### src/rtl/rom_access_arbiter.sv
// rom_access_arbiter
//
// Shares the single read port of the boot/instruction ROM between the CPU
// instruction-fetch path and the data-load path. Each request is range- and
// alignment-checked against the ROM window. A bad request is answered with an
// error and never reaches the ROM. A good one drives rom_addr/rom_read and
// waits ROM_LATENCY extra cycles before the read data is captured. Only one
// transaction is in flight at a time.
//
// Ports:
//   clk        rising-edge clock
//   reset      synchronous, active-high; drops any in-flight access, no ack
//   if_req     fetch request, held until if_ack
//   if_addr    fetch byte address, stable while if_req is high
//   if_ack     one-cycle response strobe for the fetch path
//   if_rdata   fetched word, valid with if_ack, held until the next fetch ack
//   if_err     fetch was out of range or misaligned, valid with if_ack
//   d_req / d_addr / d_ack / d_rdata / d_err
//              the same protocol for data loads
//   rom_addr   registered byte address presented to the ROM
//   rom_read   high while a ROM access is in progress
//   rom_rdata  little-endian word returned by the ROM
//   busy       high whenever the arbiter is not idle
module rom_access_arbiter #(
    parameter logic [31:0] ROM_BASE    = 32'hBFC00000,
    parameter int          ROM_BYTES   = 3000,
    parameter int          ROM_LATENCY = 0,
    parameter int          MAX_STREAK  = 4
) (
    input  logic        clk,
    input  logic        reset,
    input  logic        if_req,
    input  logic [31:0] if_addr,
    output logic        if_ack,
    output logic [31:0] if_rdata,
    output logic        if_err,
    input  logic        d_req,
    input  logic [31:0] d_addr,
    output logic        d_ack,
    output logic [31:0] d_rdata,
    output logic        d_err,
    output logic [31:0] rom_addr,
    output logic        rom_read,
    input  logic [31:0] rom_rdata,
    output logic        busy
);

    // Largest offset at which a whole 32-bit word still fits in the window.
    localparam logic [31:0] LAST_OFF = 32'(ROM_BYTES - 4);
    localparam int          SW       = $clog2(MAX_STREAK + 1);
    localparam logic [SW-1:0] STREAK_MAX = SW'(MAX_STREAK);

    typedef enum logic [1:0] {
        IDLE,
        ACCESS,
        RESP
    } state_t;

    state_t        state;
    state_t        state_nx;
    logic          winner_d;   // 1: data path owns the current transaction
    logic [31:0]   cnt;        // remaining wait cycles in ACCESS
    logic [SW-1:0] streak;     // data grants since the last fetch grant

    logic          grant_f;
    logic          grant_d;
    logic [31:0]   req_addr;
    logic          req_ok;

    // The offset subtraction wraps, so addresses below ROM_BASE turn into
    // huge offsets and fail the upper-bound test along with past-end ones.
    function automatic logic addr_ok(input logic [31:0] a);
        logic [31:0] off;
        off = a - ROM_BASE;
        return (a[1:0] == 2'b00) && (off <= LAST_OFF);
    endfunction

    always_comb begin
        state_nx = state;
        grant_f  = 1'b0;
        grant_d  = 1'b0;
        req_addr = if_addr;
        req_ok   = 1'b0;
        case (state)
            IDLE: begin
                if (if_req || d_req) begin
                    // Data normally wins; a fetch starved for MAX_STREAK
                    // data grants gets the next slot.
                    if (if_req && (!d_req || streak == STREAK_MAX)) begin
                        grant_f = 1'b1;
                    end else begin
                        grant_d = 1'b1;
                    end
                    req_addr = grant_f ? if_addr : d_addr;
                    req_ok   = addr_ok(req_addr);
                    state_nx = req_ok ? ACCESS : RESP;
                end
            end
            ACCESS: begin
                if (cnt == 32'd0) begin
                    state_nx = RESP;
                end
            end
            RESP: begin
                state_nx = IDLE;
            end
            default: begin
                state_nx = IDLE;
            end
        endcase
    end

    always_ff @(posedge clk) begin
        if (reset) begin
            state    <= IDLE;
            winner_d <= 1'b0;
            cnt      <= 32'd0;
            streak   <= '0;
            rom_addr <= 32'd0;
            rom_read <= 1'b0;
            if_rdata <= 32'd0;
            if_err   <= 1'b0;
            d_rdata  <= 32'd0;
            d_err    <= 1'b0;
        end else begin
            state <= state_nx;
            case (state)
                IDLE: begin
                    if (grant_f || grant_d) begin
                        winner_d <= grant_d;
                        // Only data grants that actually make a fetch wait
                        // count towards the starvation limit.
                        if (grant_f) begin
                            streak <= '0;
                        end else if (if_req) begin
                            streak <= streak + SW'(1);
                        end
                        if (req_ok) begin
                            rom_addr <= req_addr;
                            rom_read <= 1'b1;
                            cnt      <= 32'(ROM_LATENCY);
                        end else if (grant_f) begin
                            if_rdata <= 32'd0;
                            if_err   <= 1'b1;
                        end else begin
                            d_rdata  <= 32'd0;
                            d_err    <= 1'b1;
                        end
                    end
                end
                ACCESS: begin
                    if (cnt != 32'd0) begin
                        cnt <= cnt - 32'd1;
                    end else begin
                        rom_read <= 1'b0;
                        if (winner_d) begin
                            d_rdata <= rom_rdata;
                            d_err   <= 1'b0;
                        end else begin
                            if_rdata <= rom_rdata;
                            if_err   <= 1'b0;
                        end
                    end
                end
                default: begin
                end
            endcase
        end
    end

    assign if_ack = (state == RESP) && !winner_d;
    assign d_ack  = (state == RESP) && winner_d;
    assign busy   = (state != IDLE);

endmodule

### config.mk
export PLATFORM = sky130hd
export DESIGN_NAME = rom_access_arbiter
export DESIGN_NICKNAME = d
export VERILOG_FILES = /design/src/rtl/rom_access_arbiter.sv
export SDC_FILE = /design/constraint.sdc
export NUM_CORES = 1
export LEC_CHECK = 0
export CAP_MARGIN = 5
export CELL_PAD_IN_SITES_DETAIL_PLACEMENT = 0
export CELL_PAD_IN_SITES_GLOBAL_PLACEMENT = 1
export CORE_ASPECT_RATIO = 0.8
export CORE_MARGIN = 2
export CORE_UTILIZATION = 36
export CTS_CLUSTER_DIAMETER = 120
export DETAILED_ROUTE_END_ITERATION = 10
export PLACE_DENSITY_LB_ADDON = 0.1
export SYNTH_ARGS = -nofsm -noshare
export SYNTH_HDL_FRONTEND = slang
export SYNTH_SLANG_ARGS = --single-unit
### constraint.sdc
create_clock -name clk -period 5.8 [get_ports clk]
set_input_delay 1.16 -clock clk [delete_from_list [all_inputs] [get_ports clk]]
set_output_delay 1.16 -clock clk [all_outputs]
set_load 0.05 [all_outputs]
* Yosys cells after proc, flatten, opt, wreduce, memory -nomap -nowiden
Cells that the tools add are included.
** Operators by class
- Equality and inequality tests :: 14
- Muxes and demuxes :: 50
- Add/sub/neg operators :: 3
- Reductions and logical operators :: 24
- Order comparisons :: 1
** Operator list (number)
- 32-bit 2-to-1 mux :: 15
- 32-bit case mux with 2 select lines :: 3
- 32-bit by 12-bit <= comparator with 1-bit output (second input constant) :: 1
- 32-bit zero test :: 1
- 32-bit nonzero test :: 1
- 32-bit by 1-bit subtractor with 32-bit output (second input constant) :: 1
- 32-bit subtractor (second input constant) :: 1
- 1-bit 2-to-1 mux :: 23
- 2-bit != test (second input constant) :: 11
- 6-bit AND reduction :: 2
- 4-bit AND reduction :: 2
- 2-bit 2-to-1 mux :: 3
- 3-bit 2-to-1 mux :: 2
- 1-bit case mux with 2 select lines :: 3
- 3-bit AND reduction :: 2
- 2-bit nonzero test :: 3
- 1-bit logical AND :: 4
- 2-bit zero test :: 2
- 2-bit case mux with 2 select lines :: 1
- 2-bit AND reduction :: 2
- 3-bit by 1-bit adder with 3-bit output (second input constant) :: 1
- 3-bit equality test (second input constant) :: 1
- 1-bit logical OR :: 3
- 2-bit by 1-bit equality test with 1-bit output (second input constant) :: 1
- 2 further kinds :: 3
** Storage, ports and cells
- Bits in registers :: 137
- Output and inout bits :: 102
- Input port bits :: 100
- Logic and storage cells :: 102

* Logic depth before layout (Yosys ltp)
- Word-level depth :: 15
- Gate-level depth with buffers :: 11
- Gate-level depth less buffers :: 8

* Worst setup path after synthesis
Ideal clock, no wire load.
- Path type :: input to register
- From :: in if_addr[21]
- To :: reg cnt[28]
- Arrival :: 3.365 ns
- Setup time :: 0.071 ns
- Setup slack :: 2.364 ns
- Required time :: 5.729 ns
- Cell stages on the path :: 7
- Path buffers :: 1
- Cell sequence :: or4b_1 or4_4 o31ai_4 o21ai_2 buf_6 or4_1 a21oi_1
** On the way
- Cells in the longest elaborated chain, start to end :: 8
** Ends and longest elaborated chain
- from (decl) :: RTL line 33 : input logic [31:0] if_addr,
- 32-bit 2-to-1 mux :: RTL line 94 : req_addr = grant_f ? if_addr : d_addr;
- 32-bit subtractor :: RTL line 74 : off = a - ROM_BASE;
- 32-bit by 12-bit <= comparator with 1-bit output :: RTL line 75 : return (a[1:0] == 2'b00) && (off <= LAST_OFF);
- 1-bit logical AND :: RTL line 75
- 1-bit 2-to-1 mux :: RTL line 86 : if (if_req || d_req) begin
- 1-bit 2-to-1 mux :: RTL line 84 : case (state)
- 2-bit != test (no source line)
- 4-bit AND reduction (no source line)
- to (signal assigned) :: RTL line 141 : cnt <= 32'(ROM_LATENCY);
- to (signal assigned) :: RTL line 153 : cnt <= cnt - 32'd1;
- to (decl) :: RTL line 62 : logic [31:0] cnt;
No other way between the ends.
A chain may end at the register's enable or synchronous reset.

* Worst setup path in the final report
- From :: in if_addr[20]
- To :: reg cnt[29]
Same word-level chain as after synthesis.

==> summary.txt <==
synth warn - 0
Worst-Margin Slew - 1.16 ns
most common cell after layout, fill and taps aside - clkdlybuf4s50_1
Non-Filler Instances - 1099
Avg Cell Area, Syn - 8.85 sq um
Final min period - 3.99 ns
Layout area overhead - 46.9%
mux cell area share after synthesis - 0.0893
Place WS - 1.37 ns
met1 WL - 7540 um
clock sinks - 137
Critical Path AT - 4.34 ns
Via Count - 5456
Inst Count DP - 1067
max layer used - met4
Critical Path RT - 6.15 ns
1st-iter DRT viols - 195
total global-route track usage - 0.191
maximum clock insertion buffer count - 2
Adder-Cell Fraction of Synth Area - 0.00629
cts repair resizes - 0
Inserted Diodes - 0
CTS tree - built
DRC errors left - 0
met3 WL post-DR - 1200 um
Setup crit end kind - flip-flop
Via density - 4.96
H-tree levels - 4
drt wl/cell - 15.2 um
simple-gate share of the synthesized area - 0.274
largest net degree at the start of global routing - 68
Mapped Area - 5970 sq um
first-pass GRT wire length - 27000 um
largest family of logic cells by synthesized area - simple AND/OR/NAND/NOR gates
layout net count - 969
initial antenna violation count - 0
P_leak - 3.19 nW
worst setup margin - 1.81 ns
Die Ht - 119 um
Mapped Cells - 674
Syn Nets - 777
register area share after synthesis - 0.460
fin. max-slew vios - 0
most frequent cells in the layout - clkdlybuf4s50_1 (200), dfxtp_1 (137), nand2_1 (78), nand2b_1 (66), nor2_1 (59)
Std-Cell Rows - 42
xor and xnor fraction of the mapped netlist area - 0.00734
Initial Utilization - 0.364
CTS root buf - clkbuf_16
hpwl dp - 11800 um
MaxCap Viol Count - 0
Max Freq - 250 MHz
RSZ-0062 raised after global routing - false
CTS Hold Bufs - 0
post-synthesis compound-gate area fraction - 0.131
final wirelength - 16700 um
I/O pins - 202
VDD IR max - 179 uV
buffer count from post-CTS setup fixing - 0
setup TNS - 0 ns
Post-synth EDFFs - 0
total gr overflow - 0
vias in the first global route - 5400
status - finished, final reports clean
fin crit share - 0.689
global placement routability congestion - 0.823
FF+latch count, synth - 137
Crit Path Category - input port to flip-flop
number of port buffers - 201
power per cell area - 251 nW/um^2
layout cells sized above 1 - 0.0808
CP Max Fanout - 19
die width - 148 um
final hold viol count - 0
Yosys cell types - 57
worst min path class - flip-flop to flip-flop
Slew Limit Headroom - 0.229
core area - 16400 sq um
clk_skew - 0.0102 ns
Top FF cell, synth - dfxtp_1
metal2 WL - 7620 um
asr flop ratio synth - 0
Overall Power - 2.20 mW
CP Launch Type - input port
Routed Antenna Nets - 0
Die ar. - 17600 sq um
final setup violation count - 0
first drt pass iteration count - 5
clock buffer count from CTS - 17
clock latency on the worst-skew pair - 0.42 ns
clock-pin slew on the worst setup and hold paths - 0.06 ns
==> cell usage after synthesis (2+ instances only) <==
master       n  share of area
o31ai_1      8          0.010
o21ai_1      9         0.0075
o21ai_0     42          0.035
buf_2        7         0.0059
nor4_1       9         0.0094
nand4_1      7         0.0073
a311oi_1     2         0.0029
or4_1       13          0.016
dfxtp_1    137           0.46
and4_1       3         0.0044
xnor2_1      2         0.0029
o2111ai_1    5         0.0073
o21a_1       3         0.0038
mux2_2      10          0.019
ha_1         3         0.0063
nor2_1      60          0.038
clkbuf_1    26          0.016
o2111a_1     2         0.0038
a41oi_1      3         0.0044
mux2i_1     42          0.070
nand2b_1    66          0.069
nand2_1     78          0.049
or4b_1       3         0.0050
or3_1       21          0.022
a22oi_1      3         0.0038
a21oi_1     32          0.027
nand3_1      4         0.0034
nor3_1       6         0.0050
nor4b_1      4         0.0059
or2_2        7         0.0073
and2_1      15          0.016
and4b_1      2         0.0034
xor2_1       3         0.0044
inv_1       12         0.0075
a31o_2       3         0.0044
==> critical path: stages <==
cell and delay (ns):
clkdlybuf4s50_1 0.42, or4b_1 0.53, or4_4 0.45, o31ai_4 0.44, o2111ai_1 0.64, or3_1 0.56
a21oi_1 0.14
==> area by class of cell <==
| class | instances | area (sq um) |
|---|---|---|
| clock buffers | 18 | 439 |
| clock inverters | 14 | 148 |
| fillers | 1499 | 7630 |
| inverters | 12 | 45.0 |
| multi-input cells | 490 | 3050 |
| flip-flops and latches | 137 | 2740 |
| well taps | 220 | 275 |
| repair buffers | 208 | 2060 |
==> through the flow <==
stage / hold slack (ns) / cell area [sq um] / utilization
6_report: 0.457 / 8760 / 0.534
4_1_cts: 0.459 / 8760 / 0.534
2_1_floorplan: 0.446 / 5970 / -
3_3_place_gp: 0.442 / 8170 / 0.499
5_1_grt: 0.480 / 8760 / 0.534
3_5_place_dp: 0.445 / 8170 / 0.499
==> report_power, final <==
| part | leakage, nW | switching, mW | internal [mW] |
|---|---|---|---|
| logic | 1.80 | 0.0777 | 0.0977 |
| registers | 1.10 | 0.00398 | 0.944 |
| clock network | 0.286 | 0.427 | 0.646 |
==> final timing paths <==
kind                              startpoint            to  slack, ns  depth (start not counted)
worst max-delay path             if_addr[20]       cnt[29]       1.81                          7
worst min-delay path            rom_addr[20]  rom_addr[20]       0.46                          1
worst max register to register       cnt[19]   d_rdata[23]       2.53                          7
worst min register to register  rom_addr[20]  rom_addr[20]       0.46                          1
==> flip-flops by register name, summed over array words and instances (netlist names) <==
name      cells
cnt          32
d_rdata      32
if_rdata     32
rom_addr     32
streak        3
state         2
d_err         1
if_err        1
rom_read      1
winner_d      1
==> layer usage <==
layer | vias to the layer above | track usage
met5 | - | 0
met4 | 0 | 0.0738
met3 | 28 | 0.0705
met2 | 137 | 0.301
met1 | 2538 | 0.237
li1 | 2753 | -
==> cell families (layout without fill, tap and decap cells) <==
family,count (synthesis),after routing
AOI/OAI and AO/OA,123,123
xor gates and xnor gates,5,5
adders and majority gates,3,3
buffers and inverters,47,252
DFF,137,137
muxes,52,52
and+or+nand+nor,307,307
No activity file was read; power rests on OpenSTA's default activity.
